--- src/rtl/week6_logic_unit_pipe_if.sv ---
`default_nettype none
// ============================================================================
//  week6_logic_unit_pipe_if
//  Operand-in / result-out handshake bundle for week6_logic_unit_pipe.
//  Revision: 1.0
// ============================================================================
interface week6_logic_unit_pipe_if #(
    parameter int WIDTH = 8
);
    logic             in_valid;
    logic             in_ready;
    logic [2:0]       op;
    logic [WIDTH-1:0] a;
    logic [WIDTH-1:0] b;
    logic             out_valid;
    logic             out_ready;
    logic [WIDTH-1:0] y;
    logic             zero;
    logic [15:0]      op_count;

    modport master (
        output in_valid, op, a, b, out_ready,
        input  in_ready, out_valid, y, zero, op_count
    );

    modport slave (
        input  in_valid, op, a, b, out_ready,
        output in_ready, out_valid, y, zero, op_count
    );
endinterface
`default_nettype wire

--- src/rtl/week6_logic_unit_pipe.sv ---
`default_nettype none
// ============================================================================
//  week6_logic_unit_pipe
//  Eight-op bitwise logic unit feeding a 2-entry in-order result queue.
//  Optional completed-operation counter: define LOGIC_UNIT_STATS_EN.
//  Revision: 1.0
// ============================================================================
module week6_logic_unit_pipe #(
    parameter int WIDTH = 8
) (
    input  wire logic clk,
    input  wire logic rst,
    week6_logic_unit_pipe_if.slave bus
);
    localparam logic [1:0] c_DEPTH = 2'd2;

    localparam logic [2:0] c_OP_NAND = 3'd0;
    localparam logic [2:0] c_OP_AND  = 3'd1;
    localparam logic [2:0] c_OP_OR   = 3'd2;
    localparam logic [2:0] c_OP_NOR  = 3'd3;
    localparam logic [2:0] c_OP_XOR  = 3'd4;
    localparam logic [2:0] c_OP_XNOR = 3'd5;
    localparam logic [2:0] c_OP_NOTA = 3'd6;
    localparam logic [2:0] c_OP_PASS = 3'd7;

    logic [1:0]       r_count;
    logic [WIDTH-1:0] r_head_y;
    logic             r_head_zero;
    logic [WIDTH-1:0] r_tail_y;
    logic             r_tail_zero;

    logic [WIDTH-1:0] w_res;
    logic             w_res_zero;
    logic             w_push;
    logic             w_pop;

    always_comb begin
        w_res = '0;
        case (bus.op)
            c_OP_NAND: w_res = ~(bus.a & bus.b);
            c_OP_AND:  w_res = bus.a & bus.b;
            c_OP_OR:   w_res = bus.a | bus.b;
            c_OP_NOR:  w_res = ~(bus.a | bus.b);
            c_OP_XOR:  w_res = bus.a ^ bus.b;
            c_OP_XNOR: w_res = ~(bus.a ^ bus.b);
            c_OP_NOTA: w_res = ~bus.a;
            c_OP_PASS: w_res = bus.a;
            default:   w_res = '0;
        endcase
    end

    assign w_res_zero    = (w_res == '0);
    assign bus.in_ready  = !rst && (r_count < c_DEPTH);
    assign bus.out_valid = (r_count != 2'd0);
    assign w_push        = bus.in_valid && bus.in_ready;
    assign w_pop         = bus.out_valid && bus.out_ready;
    assign bus.y         = r_head_y;
    assign bus.zero      = r_head_zero;

    // The head register is not cleared on a pop that empties the queue, so
    // y/zero keep showing the last delivered result while out_valid is low.
    always_ff @(posedge clk) begin
        if (rst) begin
            r_count     <= 2'd0;
            r_head_y    <= '0;
            r_head_zero <= 1'b0;
            r_tail_y    <= '0;
            r_tail_zero <= 1'b0;
        end else begin
            case ({w_push, w_pop})
                2'b10: begin
                    if (r_count == 2'd0) begin
                        r_head_y    <= w_res;
                        r_head_zero <= w_res_zero;
                    end else begin
                        r_tail_y    <= w_res;
                        r_tail_zero <= w_res_zero;
                    end
                    r_count <= r_count + 2'd1;
                end
                2'b01: begin
                    if (r_count == c_DEPTH) begin
                        r_head_y    <= r_tail_y;
                        r_head_zero <= r_tail_zero;
                    end
                    r_count <= r_count - 2'd1;
                end
                2'b11: begin
                    // Only reachable with one entry: new result replaces the popped head.
                    r_head_y    <= w_res;
                    r_head_zero <= w_res_zero;
                end
                default: begin
                end
            endcase
        end
    end

`ifdef LOGIC_UNIT_STATS_EN
    logic [15:0] r_op_count;

    always_ff @(posedge clk) begin
        if (rst) begin
            r_op_count <= 16'h0000;
        end else if (w_pop) begin
            r_op_count <= r_op_count + 16'h0001;
        end
    end

    assign bus.op_count = r_op_count;
`else
    assign bus.op_count = 16'h0000;
`endif

endmodule
`default_nettype wire

--- src/flat_wrapper.sv ---
// flat-port wrapper written by rule: the top's interface ports become plain ports
module week6_logic_unit_pipe_flat 
#(
    parameter int WIDTH = 8
)
  (clk, rst, bus_in_valid, bus_op, bus_a, bus_b, bus_out_ready, bus_in_ready, bus_out_valid, bus_y, bus_zero, bus_op_count);
  week6_logic_unit_pipe_if #(.WIDTH(WIDTH)) bus_i ();
  input  wire logic clk;
  input  wire logic rst;
  input wire logic [$bits(bus_i.in_valid)-1:0] bus_in_valid;
  input wire logic [$bits(bus_i.op)-1:0] bus_op;
  input wire logic [$bits(bus_i.a)-1:0] bus_a;
  input wire logic [$bits(bus_i.b)-1:0] bus_b;
  input wire logic [$bits(bus_i.out_ready)-1:0] bus_out_ready;
  output wire logic [$bits(bus_i.in_ready)-1:0] bus_in_ready;
  output wire logic [$bits(bus_i.out_valid)-1:0] bus_out_valid;
  output wire logic [$bits(bus_i.y)-1:0] bus_y;
  output wire logic [$bits(bus_i.zero)-1:0] bus_zero;
  output wire logic [$bits(bus_i.op_count)-1:0] bus_op_count;
  assign bus_i.in_valid = bus_in_valid;
  assign bus_i.op = bus_op;
  assign bus_i.a = bus_a;
  assign bus_i.b = bus_b;
  assign bus_i.out_ready = bus_out_ready;
  assign bus_in_ready = bus_i.in_ready;
  assign bus_out_valid = bus_i.out_valid;
  assign bus_y = bus_i.y;
  assign bus_zero = bus_i.zero;
  assign bus_op_count = bus_i.op_count;
  week6_logic_unit_pipe #(.WIDTH(WIDTH)) u_core (.clk(clk), .rst(rst), .bus(bus_i));
endmodule
--- config.mk ---
export PLATFORM = sky130hd
export DESIGN_NAME = week6_logic_unit_pipe_flat
export DESIGN_NICKNAME = d
export VERILOG_FILES = /design/src/rtl/week6_logic_unit_pipe_if.sv /design/src/rtl/week6_logic_unit_pipe.sv /design/src/flat_wrapper.sv
export SDC_FILE = /design/constraint.sdc
export NUM_CORES = 1
export LEC_CHECK = 0
export CORE_MARGIN = 8
export CORE_UTILIZATION = 51
export CTS_BUF_LIST = sky130_fd_sc_hd__clkbuf_16
export CTS_CLUSTER_DIAMETER = 30
export CTS_CLUSTER_SIZE = 28
export DETAILED_ROUTE_END_ITERATION = 8
export PLACE_DENSITY = 0.94
export SYNTH_ARGS = -nofsm -noshare
export SYNTH_HDL_FRONTEND = slang
export SYNTH_SLANG_ARGS = --single-unit
--- constraint.sdc ---
create_clock -name clk -period 4.2 [get_ports clk]
set_clock_uncertainty 0.1 [all_clocks]
set_input_delay 0.63 -clock clk [delete_from_list [all_inputs] [get_ports clk]]
set_output_delay 0.63 -clock clk [all_outputs]
set_load 0.01 [all_outputs]
**Word-level counts from Yosys, hierarchy flattened**

Index checks and enable logic that the tools add are counted.

- Flip-flop bits (word level): 20
- Bits of input ports: 23
- Output and inout port bits: 27

- Add/subtract/negate cells: 2
- Order comparisons: 1
- Equality and inequality tests: 13
- Multiplexer cells: 8
- Bitwise logic cells: 8
- Reduce and logical (&&, ||, !) cells: 12

Operator list:

| operator | count |
|---|---|
| $pmux W8 S8 | 1 |
| $not A8 Y8 | 4 |
| $pmux W8 S3 | 1 |
| $mux W8 | 2 |
| $eq A3 B3 Y1 const B | 4 |
| $and A8 B8 Y8 | 1 |
| $logic_not A8 Y1 | 1 |
| $or A8 B8 Y8 | 1 |
| $xor A8 B8 Y8 | 1 |
| $eq A2 B2 Y1 const B | 3 |
| $eq A3 B2 Y1 const B | 2 |
| $ne A2 B1 Y1 const B | 2 |
| $pmux W2 S2 | 1 |
| $reduce_bool A2 Y1 | 2 |
| $eq A3 B1 Y1 const B | 1 |
| $logic_and A1 B1 Y1 | 3 |
| $logic_not A3 Y1 | 1 |
| $pmux W1 S3 | 1 |
| $reduce_and A3 Y1 | 1 |
| $reduce_bool A3 Y1 | 1 |
| $add A2 B1 Y2 const B | 1 |
| $eq A2 B1 Y1 const B | 1 |
| $logic_not A2 Y1 | 1 |
| $lt A2 B2 Y1 const B | 1 |
| other kinds (5) | 6 |

**Longest topological paths before layout**

Gate-level depths: netlist of run 1.

- Depth after elaboration: 6
- Depth in mapped cells: 11
- Mapped depth without buffers: 9

**Least setup slack after synthesis of run 1**

OpenSTA, ideal clock, no wires.

- Path kind: input-to-reg
- Start point: input rst
- End point: register u_core.r_head_y[4] (netlist: u_core.bus.y[4])
- Setup time: 71 ps
- Data arrival time: 2620 ps
- Data required time: 4029 ps
- Path slack: 1410 ps
- Stages: 11
- Path buffers: 2
- Cell sequence: clkbuf_1 > nor2_1 > nand2_1 > inv_1 > ha_1 > mux2_1 > o22a_1 > or2_1 > clkbuf_1 > a211o_1 > a21oi_1

- Word-level cells in the longest chain between the ends: 6
- Elaborated cells between the ends (all ways): 11
- Classes of those cells: 5 x eq/ne; 1 x mux; 5 x reduce/logical

Ends and longest elaborated chain:

| element | line | RTL |
|---|---|---|
| start, declared | flat_wrapper.sv:9 | `input wire logic rst;` |
| $logic_not A1 Y1 (*) | week6_logic_unit_pipe.sv:53 | `assign bus.in_ready = !rst && (r_count < c_DEPTH);` |
| $logic_and A1 B1 Y1 (*) | week6_logic_unit_pipe.sv:53 |  |
| net bus_in_ready | flat_wrapper.sv:15 | `output wire logic [$bits(bus_i.in_ready)-1:0] bus_in_ready;` |
| $logic_and A1 B1 Y1 (*) | week6_logic_unit_pipe.sv:55 | `assign w_push = bus.in_valid && bus.in_ready;` |
| $eq A2 B1 Y1 or $eq A2 B2 Y1 (tied branches) | week6_logic_unit_pipe.sv:70 | `case ({w_push, w_pop})` |
| $ne A2 B1 Y1 (no source line) or $reduce_bool A3 Y1 (tied branches) | n/a |  |
| $reduce_and A3 Y1 (no source line) | n/a |  |
| end signal, assigned | week6_logic_unit_pipe.sv:73 | `r_head_y <= w_res;` |
| end signal, assigned | week6_logic_unit_pipe.sv:83 | `r_head_y <= r_tail_y;` |
| end signal, assigned | week6_logic_unit_pipe.sv:90 | `r_head_y <= w_res;` |
| end, declared | week6_logic_unit_pipe.sv:27 | `logic [WIDTH-1:0] r_head_y;` |

The timed path passes the listed nets; every way through them passes the cells marked *.
A chain may end at the register's enable or synchronous reset.

**Final worst setup path of run 1**

- Start point: input bus_op[2]
- End point: register u_core.r_head_zero (netlist: u_core.bus.zero)

- Word-level cells in the longest chain between the ends: 5
- Elaborated cells between the ends (all ways): 12
- Classes of those cells: 7 x eq/ne; 3 x mux; 2 x reduce/logical

Ends and longest elaborated chain:

| element | line | RTL |
|---|---|---|
| start, declared | flat_wrapper.sv:11 | `input wire logic [$bits(bus_i.op)-1:0] bus_op;` |
| $eq A3 B3 Y1 (tied with other cells) | week6_logic_unit_pipe.sv:39 | `case (bus.op)` |
| $pmux W8 S8 (*) | week6_logic_unit_pipe.sv:39 |  |
| $logic_not A8 Y1 (*) | week6_logic_unit_pipe.sv:52 | `assign w_res_zero = (w_res == '0);` |
| $mux W1 | week6_logic_unit_pipe.sv:72 | `if (r_count == 2'd0) begin` |
| $pmux W1 S3 (*) | week6_logic_unit_pipe.sv:70 |  |
| end signal, assigned | week6_logic_unit_pipe.sv:74 | `r_head_zero <= w_res_zero;` |
| end signal, assigned | week6_logic_unit_pipe.sv:84 | `r_head_zero <= r_tail_zero;` |
| end signal, assigned | week6_logic_unit_pipe.sv:91 | `r_head_zero <= w_res_zero;` |
| end, declared | week6_logic_unit_pipe.sv:28 | `logic r_head_zero;` |

Mark *: on every way between the ends. The rest lies on a longest branch, timed or not. The select of a mux whose other input is x is not followed.

==> flow_metrics.env, run 1 <==
export IMPL_placed_cells=274
export IMPL_grt_pass1_vias=1430
export IMPL_cp_start_kind="input port"
export IMPL_grt_pass1_wl_mm=5.95
export IMPL_combPwrFrac=0.428
export IMPL_final_setup_viol_count=0
export IMPL_cts_sinks=20
export IMPL_nets=275
export IMPL_gp_congestion=0.790
export IMPL_postRouteAntennaNets=0
export IMPL_antennaDiodeCount=0
export IMPL_coreArea_um2=3280
export IMPL_grt_ovfl_total=0
export IMPL_crit_fanout=13
export IMPL_synth_edff_count=0
export IMPL_timing_final_ws_setup_ns=1.09
export IMPL_drive_gt1_frac=0.0517
export IMPL_hold_class="reg2reg"
export IMPL_htree_levels=1
export IMPL_whs_ns=0.350
export IMPL_netlist_area_um2=1720
export IMPL_vias=1422
export IMPL_drc=0
export IMPL_fp_row_count=21
export IMPL_switching_share=0.329
export IMPL_finalSetupTns_ns=0
export IMPL_switching_power_mw=0.298
export IMPL_finalCritPeriodShare=0.741
export IMPL_die_area_um2=5490
export IMPL_clk_pin_slew_ns=0.06
export IMPL_yosysUniqueCellTypes=44
export IMPL_fin_crit_ns=3.11
export IMPL_power_internal_mw=0.609
export IMPL_routedWlPerCell_um=12.6
export IMPL_clockRootBuffer="clkbuf_16"
export IMPL_power_share_clock=0.284
export IMPL_drv_cap=0
export IMPL_drt_iter0_drc=116
export IMPL_numCtsBuffers=3
export IMPL_cts_setup_buffers=0
export IMPL_maxSlewHeadroom=0.615
export IMPL_die_w_um=74.1
export IMPL_clockBufferDepth=2
export IMPL_ir_worst_vdd_uv=192
export IMPL_pre_cts_ws_ns=0.848
export IMPL_rsz0062_at_grt="no"
export IMPL_grt_use_total=0.133
export IMPL_layout_cells_non_filler=278
export IMPL_status="finished clean"
export IMPL_synthFlopType="dfxtp_1"
export IMPL_crit_slowest_cell="clkdlybuf4s50_1"
export IMPL_yosys_register_bits=20
export IMPL_cts_hold_buffers_added=0
export IMPL_crit_type="in2reg"
export IMPL_power_density_nw_per_um2=430
export IMPL_seq_power_share=0.289
export IMPL_tightest_slew_ns=0.577
export IMPL_slew_violations=0
export IMPL_clk_latency_ns=0.25
export IMPL_worst_ep_required_time_ns=4.29
export IMPL_die_y_um=74.1
export IMPL_drtPass1Iterations=4
export IMPL_ys_seq_area_frac=0.233
export IMPL_initial_core_util=0.524
export IMPL_leakage_nw=0.953
export IMPL_syn_instance_count=206
export IMPL_via_per_inst=5.12
export IMPL_wl_mm=3.50
export IMPL_port_buffers=33
export IMPL_slowest_delay_ns=0.82
export IMPL_grt_max_degree=22
export IMPL_syn_area_per_cell_um2=8.35
export IMPL_yosysWarnings=0
export IMPL_cts_resized=0
export IMPL_finalHoldViolCount=0
export IMPL_synthArstFlopShare=0
export IMPL_areaGrowthSynthToFinish_pct=22.5
export IMPL_critPathArrivalTime_ns=3.21
export IMPL_dp_hpwl_mm=2.84
export IMPL_io_pins=50
export IMPL_cts_tree="built"
export IMPL_crit_chain="clkdlybuf4s50_1, mux4_1, or4_4, a221oi_2, a41o_1"
export IMPL_cp_end_kind="register"
export IMPL_fmax_mhz=321
export IMPL_antenna_found_initial=0
through the flow:
step,power [mW],area [um^2],util
2_1_floorplan,0.529,1780,-
3_3_place_gp,0.638,2000,0.610
3_5_place_dp,0.654,2000,0.610
4_1_cts,0.915,2110,0.642
5_1_grt,0.966,2110,0.642
6_report,0.907,2110,0.642
cells by family (layout without fill, tap and decap cells):
kind of cell,Yosys count,in the layout,share of synthesized area
other cells,1,16,0.00218
fa+ha+maj,19,19,0.138
buf+inv,54,65,0.158
xor+xnor,10,10,0.0509
mux,9,9,0.101
flops,20,20,0.233
simple gates,54,54,0.153
compound gates,39,39,0.164
layout make-up:
class	count	area, um^2
Fill cell	280	1180
Multi-Input combinational cell	147	1100
Sequential cell	20	400
Timing Repair Buffer	34	338
Inverter	27	101
Clock buffer	3	75.1
Tap cell	46	57.6
Clock inverter	1	30.0
worst max-delay path, delay by kind of cell:
| family | cells | cell delay [ns] |
|---|---|---|
| compound gates | 2 | 0.51 |
| buf+inv | 1 | 0.82 |
| mux | 1 | 0.70 |
| simple gates | 1 | 0.54 |
cells in the mapped netlist, types with 3 or more instances:
cell / number / area [um^2]
a21oi_1: 12 / 60.1
dfxtp_1: 20 / 400
ha_1: 19 / 238
o211ai_1: 4 / 30.0
nor2_1: 21 / 78.8
nand2_1: 12 / 45.0
buf_4: 16 / 120
mux4_2: 4 / 90.1
xnor2_1: 8 / 70.1
nand3_1: 3 / 15.0
a211o_1: 4 / 35.0
nand2b_1: 5 / 31.3
a211oi_1: 7 / 52.6
inv_1: 27 / 101
clkbuf_1: 9 / 33.8
power groups by stage:
stage	Combinational, mW	Sequential [mW]	Clock (mW)
floorplan	0.255	0.273	0
global placement	0.373	0.264	0
detailed placement	0.387	0.266	0
CTS	0.391	0.263	0.262
global route	0.431	0.268	0.268
finish	0.388	0.262	0.257
layer usage:
metal	vias to the layer above	part of all wire	wire length, um	global-route usage
met5	-	0	0	0
met4	0	0.0054	19	0.0466
met3	2	0.053	184	0.0216
met2	37	0.50	1740	0.238
met1	659	0.44	1560	0.154
li1	724	-	-	-
registers in the layout (all words and copies together), names as in the netlist:
signal,cells
u_core.r_count,2
u_core.bus.zero,1
u_core.r_tail_y,8
u_core.bus.y,8
u_core.r_tail_zero,1
placed cells by master (no fill, tap or decap), drive strengths merged, types with 2 or more instances in the layout:
cell / n
dfxtp: 20
or4: 2
conb: 16
inv: 27
nand3: 3
a211o: 4
nand2b: 5
xnor2: 8
xor2: 2
clkbuf: 3
nor2: 21
ha: 19
nand4: 2
a41o: 2
mux4: 6
clkdlybuf4s50: 33
o211ai: 4
o21ai: 3
a211oi: 7
a21oi: 12
nand2: 12
mux2i: 2
or2: 2
worst paths after layout:
| check | cells after the start | slack (ns) | end | from |
|---|---|---|---|---|
| setup / recovery | 5 | 1.09 | u_core.bus.zero | bus_op[2] |
| hold / removal | 2 | 0.35 | u_core.bus.y[2] | u_core.bus.y[2] |
| setup reg to reg | 9 | 1.52 | u_core.bus.y[2] | u_core.r_count[1] |
| hold reg to reg | 2 | 0.35 | u_core.bus.y[2] | u_core.bus.y[2] |
Note: power is estimated with default switching activity, not from simulation.
==> inputs of run 2 (changes only) <==
--- a/config.mk
+++ b/config.mk
@@ -6,12 +6,12 @@
 export NUM_CORES = 1
 export LEC_CHECK = 0
 export CORE_MARGIN = 8
-export CORE_UTILIZATION = 51
+export CORE_UTILIZATION = 48
 export CTS_BUF_LIST = sky130_fd_sc_hd__clkbuf_16
 export CTS_CLUSTER_DIAMETER = 30
 export CTS_CLUSTER_SIZE = 28
 export DETAILED_ROUTE_END_ITERATION = 8
-export PLACE_DENSITY = 0.94
+export PLACE_DENSITY = 0.9
 export SYNTH_ARGS = -nofsm -noshare
 export SYNTH_HDL_FRONTEND = slang
 export SYNTH_SLANG_ARGS = --single-unit
==> constraint.sdc (replaced) <==
create_clock -name clk -period 3.2 [get_ports clk]
set_clock_uncertainty 0.1 [all_clocks]
set_input_delay 0.48 -clock clk [delete_from_list [all_inputs] [get_ports clk]]
set_output_delay 0.48 -clock clk [all_outputs]
set_load 0.01 [all_outputs]
==> run 2 against run 1 <==
  * Combinational power up 31%
  * First-iteration DRC count down 28%
  * Register-to-register slack worse by 0.83 ns
  * Die area grew 4.9%
  * Via count up 1.7%
  * Non-clock buffer count grew 4
  * Sequential share of layout area barely moved
  * Setup slack worse by 0.71 ns
  * Sequential power increased by 31%
  * Cell count is 1.4% higher
  * Routed wire length is 1.7% lower
==> flow_metrics.env, run 2 (synthesis gave the netlist of run 1 again) <==
export IMPL_status="finished clean"
export IMPL_grt_pass1_vias=1403
export IMPL_fin_crit_ns=2.82
export IMPL_numCtsBuffers=3
export IMPL_htree_levels=1
export IMPL_worst_ep_required_time_ns=3.30
export IMPL_layout_cells_non_filler=282
export IMPL_clk_pin_slew_ns=0.05
export IMPL_gp_congestion=0.897
export IMPL_reg2regPathDepth=9
export IMPL_clockBufferDepth=2
export IMPL_finalHoldViolCount=0
export IMPL_switching_share=0.350
export IMPL_cts_hold_buffers_added=0
export IMPL_antennaDiodeCount=0
export IMPL_vias=1446
export IMPL_grt_max_degree=22
export IMPL_grt_ovfl_total=0
export IMPL_grt_use_total=0.129
export IMPL_postRouteAntennaNets=0
export IMPL_crit_slowest_cell="mux4_1"
export IMPL_areaGrowthSynthToFinish_pct=22.7
export IMPL_placed_cells=278
export IMPL_drt_iter0_drc=83
export IMPL_power_internal_mw=0.724
export IMPL_nets=279
export IMPL_final_setup_viol_count=0
export IMPL_fp_row_count=21
export IMPL_cts_sinks=20
export IMPL_ir_worst_vdd_uv=201
export IMPL_nFillCells=297
export IMPL_drive_gt1_frac=0.0636
export IMPL_switching_power_mw=0.389
export IMPL_critPathArrivalTime_ns=2.92
export IMPL_grt_pass1_wl_mm=5.84
export IMPL_cp_depth=8
export IMPL_cp_end_kind="register"
export IMPL_cts_setup_buffers=0
export IMPL_cts_resized=0
export IMPL_combPwrFrac=0.458
export IMPL_seq_power_share=0.309
export IMPL_cts_tree="built"
export IMPL_leakage_nw=0.960
export IMPL_die_y_um=75.9
export IMPL_routedWlPerCell_um=12.2
export IMPL_clk_latency_ns=0.25
export IMPL_crit_top_cell="inv_1"
export IMPL_cp_num_buf_inv=3
export IMPL_crit_family="buffers and inverters"
export IMPL_finalCritPeriodShare=0.882
export IMPL_die_w_um=75.9
export IMPL_rsz0062_at_grt="no"
export IMPL_slowest_delay_ns=0.56
export IMPL_slew_violations=0
export IMPL_finalSetupTns_ns=0
export IMPL_wl_mm=3.44
export IMPL_initial_core_util=0.508
export IMPL_maxSlewHeadroom=0.615
export IMPL_layout_common_cells="clkdlybuf4s50_1 (33), inv_1 (27), nor2_1 (21)"
export IMPL_fmax_mhz=355
export IMPL_drc=0
export IMPL_tightest_slew_ns=0.577
export IMPL_dp_hpwl_mm=2.78
export IMPL_io_pins=50
export IMPL_clockRootBuffer="clkbuf_16"
export IMPL_coreArea_um2=3390
export IMPL_cp_start_kind="input port"
export IMPL_antenna_found_initial=0
export IMPL_power_share_clock=0.232
export IMPL_crit_type="in2reg"
export IMPL_die_area_um2=5760
export IMPL_hold_path_depth=2
export IMPL_crit_chain="clkdlybuf4s50_1, inv_1, ha_1, inv_1, mux4_1, or4_4, a221oi_2, a41o_1"
export IMPL_drtPass1Iterations=4
export IMPL_power_density_nw_per_um2=527
export IMPL_via_per_inst=5.13
export IMPL_crit_fanout=3
export IMPL_port_buffers=33
export IMPL_hold_class="reg2reg"
export IMPL_final_common_cell="clkdlybuf4s50_1"
export IMPL_drv_cap=0
-- run 2: power groups by stage --
stage / Sequential [mW] / Combinational, mW / Clock, mW
CTS: 0.345 / 0.514 / 0.265
global placement: 0.347 / 0.498 / 0
global route: 0.353 / 0.576 / 0.271
finish: 0.344 / 0.510 / 0.258
detailed placement: 0.350 / 0.511 / 0
floorplan: 0.359 / 0.335 / 0
-- run 2: worst paths after layout --
path                          start                  to  slack (ns)
hold reg to reg     u_core.bus.y[0]     u_core.bus.y[0]        0.35
hold / removal      u_core.bus.y[0]     u_core.bus.y[0]        0.35
setup reg to reg  u_core.r_count[1]     u_core.bus.y[2]        0.69
setup / recovery           bus_a[4]  u_core.r_tail_zero        0.38
-- run 2: area by class of cell --
class | count | area (um^2) | share of cell area
Clock buffer | 3 | 75.1 | 0.0356
Clock inverter | 1 | 3.75 | 0.00178
Inverter | 27 | 101 | 0.0480
Multi-Input combinational cell | 147 | 1100 | 0.523
Sequential cell | 20 | 400 | 0.190
Tap cell | 46 | 57.6 | 0.0273
Timing Repair Buffer | 38 | 368 | 0.174
-- run 2: worst min-delay path, cell delays in order, from the launching register on --
cell and delay (ns):
dfxtp_1 0.30, nand2_1 0.05, a21oi_1 0.05
-- run 2: per-stage QoR --
step                      power, mW   util  hold slack (ns)  setup WS, ns  instance area, um^2
after floorplan               0.694      -            0.351         0.560                 1780
after global placement        0.845  0.599            0.337         0.173                 2030
after detailed placement      0.862  0.599            0.345        0.0977                 2030
after CTS                      1.12  0.623            0.353         0.365                 2110
after global routing           1.20  0.623            0.379         0.274                 2110
final                          1.11  0.623            0.347         0.379                 2110
-- run 2: routing by layer --
layer / global-route usage / vias to the layer above / wire [um] / share of wire
li1: - / 734 / - / -
met1: 0.152 / 655 / 1580 / 0.46
met2: 0.217 / 49 / 1550 / 0.45
met3: 0.0171 / 8 / 219 / 0.064
met4: 0.0768 / 0 / 93 / 0.027
met5: 0 / - / 0 / 0
==> inputs of run 3 (changes only) <==
--- a/config.mk
+++ b/config.mk
@@ -5,7 +5,7 @@
 export SDC_FILE = /design/constraint.sdc
 export NUM_CORES = 1
 export LEC_CHECK = 0
-export CORE_MARGIN = 8
+export CORE_MARGIN = 5
 export CORE_UTILIZATION = 48
 export CTS_BUF_LIST = sky130_fd_sc_hd__clkbuf_16
 export CTS_CLUSTER_DIAMETER = 30
==> run 3 against run 2 <==
  * First-iteration DRC count down 13%
  * Count of clock-buffer cells in the layout unchanged
  * Core utilization down 0.48 points
  * Routed wire length down 0.64%
  * Critical endpoint is now u_core.bus.zero
  * Highest routed layer unchanged
==> flow_metrics.env, run 3 (synthesis gave the netlist of run 1 again) <==
export IMPL_status="finished clean"
export IMPL_dp_hpwl_mm=2.80
export IMPL_clockRootBuffer="clkbuf_16"
export IMPL_numCtsBuffers=3
export IMPL_wl_mm=3.42
export IMPL_fin_crit_ns=2.86
export IMPL_use_met3=0.0230
export IMPL_final_common_cell="clkdlybuf4s50_1"
export IMPL_rsz0062_at_grt="no"
export IMPL_reg2reg_to="u_core.bus.y[3]"
export IMPL_ir_worst_vdd_uv=231
export IMPL_crit_family="buffers and inverters"
export IMPL_drtPass1Iterations=4
export IMPL_initial_core_util=0.504
export IMPL_coreArea_um2=3420
export IMPL_layout_common_cells="clkdlybuf4s50_1 (33), inv_1 (27), nor2_1 (21)"
export IMPL_crit_chain="clkdlybuf4s50_1, inv_1, ha_1, inv_1, mux4_1, or4_4, a221oi_2, a41o_1"
export IMPL_pre_cts_ws_ns=0.0917
export IMPL_cts_hold_buffers_added=0
export IMPL_regToRegSetupSlack_ns=0.69
export IMPL_drc=0
export IMPL_drive_gt1_frac=0.0636
export IMPL_cts_sinks=20
export IMPL_drv_cap=0
export IMPL_crit_top_cell="inv_1"
export IMPL_tightest_slew_ns=0.580
export IMPL_io_pins=50
export IMPL_slew_violations=0
export IMPL_cp_end_kind="register"
export IMPL_reg2regPathDepth=9
export IMPL_grt_pass1_wl_mm=5.76
export IMPL_die_w_um=69.9
export IMPL_port_buffers=33
export IMPL_clk_latency_ns=0.25
export IMPL_timing_final_ws_setup_ns=0.336
export IMPL_hold_path_depth=2
export IMPL_postRouteAntennaNets=0
export IMPL_vias=1438
export IMPL_leakage_nw=0.960
export IMPL_hold_path_end="u_core.bus.y[2]"
export IMPL_antenna_found_initial=0
export IMPL_finalSetupTns_ns=0
export IMPL_maxSlewHeadroom=0.614
export IMPL_cp_start_kind="input port"
export IMPL_nets=279
export IMPL_antennaDiodeCount=0
export IMPL_worst_ep_required_time_ns=3.29
export IMPL_cts_tree="built"
export IMPL_crit_type="in2reg"
export IMPL_final_setup_viol_count=0
export IMPL_grt_max_degree=22
export IMPL_nFillCells=330
export IMPL_gr_usage_met1=0.161
export IMPL_grt_ovfl_total=0
export IMPL_die_y_um=69.9
export IMPL_hold_class="reg2reg"
export IMPL_total_power_mw=1.11
export IMPL_placed_cells=278
export IMPL_holdCritStartpoint="u_core.bus.y[2]"
export IMPL_grt_busiest_layer="met2"
export IMPL_r2r_start="u_core.r_count[1]"
export IMPL_areaGrowthSynthToFinish_pct=22.7
export IMPL_crit_fanout=3
export IMPL_critPathArrivalTime_ns=2.96
export IMPL_routedWlPerCell_um=12.1
export IMPL_die_area_um2=4880
export IMPL_power_density_nw_per_um2=526
export IMPL_htree_levels=1
export IMPL_finalCritPeriodShare=0.895
export IMPL_fmax_mhz=349
export IMPL_crit_slowest_cell="mux4_1"
export IMPL_finalHoldViolCount=0
export IMPL_cp_num_buf_inv=3
export IMPL_grt_use_total=0.141
export IMPL_clk_pin_slew_ns=0.05
export IMPL_slowest_delay_ns=0.55
export IMPL_cts_resized=0
export IMPL_grt_pass1_vias=1362
export IMPL_cts_setup_buffers=0
export IMPL_layout_cells_non_filler=282
export IMPL_use_met2=0.259
export IMPL_fp_row_count=21
export IMPL_gp_congestion=0.756
export IMPL_drt_iter0_drc=72
export IMPL_via_per_inst=5.10
export IMPL_clockBufferDepth=2
## run 3: cell counts in the layout (fill, tap and decap cells not counted)
No cell type changed its count.
## run 3: cell type report
cell class | count | area, um^2 | area share
Multi-Input combinational cell | 147 | 1100 | 0.523
Sequential cell | 20 | 400 | 0.190
Timing Repair Buffer | 38 | 368 | 0.174
Inverter | 27 | 101 | 0.0480
Clock buffer | 3 | 75.1 | 0.0356
Tap cell | 46 | 57.6 | 0.0273
Clock inverter | 1 | 3.75 | 0.00178
## run 3: per-layer routing
layer	vias to the layer above	routed length, um
li1	733	-
met1	661	1500
met2	40	1670
met3	4	195
met4	0	51
met5	-	0
## run 3: report_power, final
| group | internal, mW | leakage (nW) | total (mW) | switching (mW) |
|---|---|---|---|---|
| clock network | 0.166 | 0.0385 | 0.251 | 0.0852 |
| logic | 0.250 | 0.759 | 0.513 | 0.263 |
| registers | 0.308 | 0.163 | 0.346 | 0.0376 |
## run 3: per-stage QoR
| step | utilization | hold WS (ns) | cell area, um^2 |
|---|---|---|---|
| after floorplan | - | 0.351 | 1780 |
| after global placement | 0.595 | 0.338 | 2030 |
| after detailed placement | 0.595 | 0.346 | 2030 |
| after CTS | 0.618 | 0.354 | 2110 |
| after global routing | 0.618 | 0.366 | 2110 |
| final | 0.618 | 0.350 | 2110 |
## run 3: worst max-delay path by stage
stage	start	endpoint	slack (ns)	depth (start not counted)
3_3_place_gp	bus_a[4]	u_core.r_tail_zero	0.17	8
2_1_floorplan	rst	u_core.bus.y[4]	0.56	11
6_report	bus_a[4]	u_core.bus.zero	0.34	8
5_1_grt	bus_op[2]	u_core.bus.zero	0.24	7
4_1_cts	bus_a[4]	u_core.r_tail_zero	0.34	8
3_5_place_dp	bus_a[4]	u_core.r_tail_zero	0.09	8
## run 3: worst register-to-register path: stages, from the launching register on
cell     delay (ns)
dfxtp_1        0.34
or2_2          0.33
nand2_1        0.12
inv_1          0.06
ha_1           0.21
mux2_1         0.29
o22a_1         0.22
or2_1          0.37
a211o_1        0.29
a21oi_1        0.13
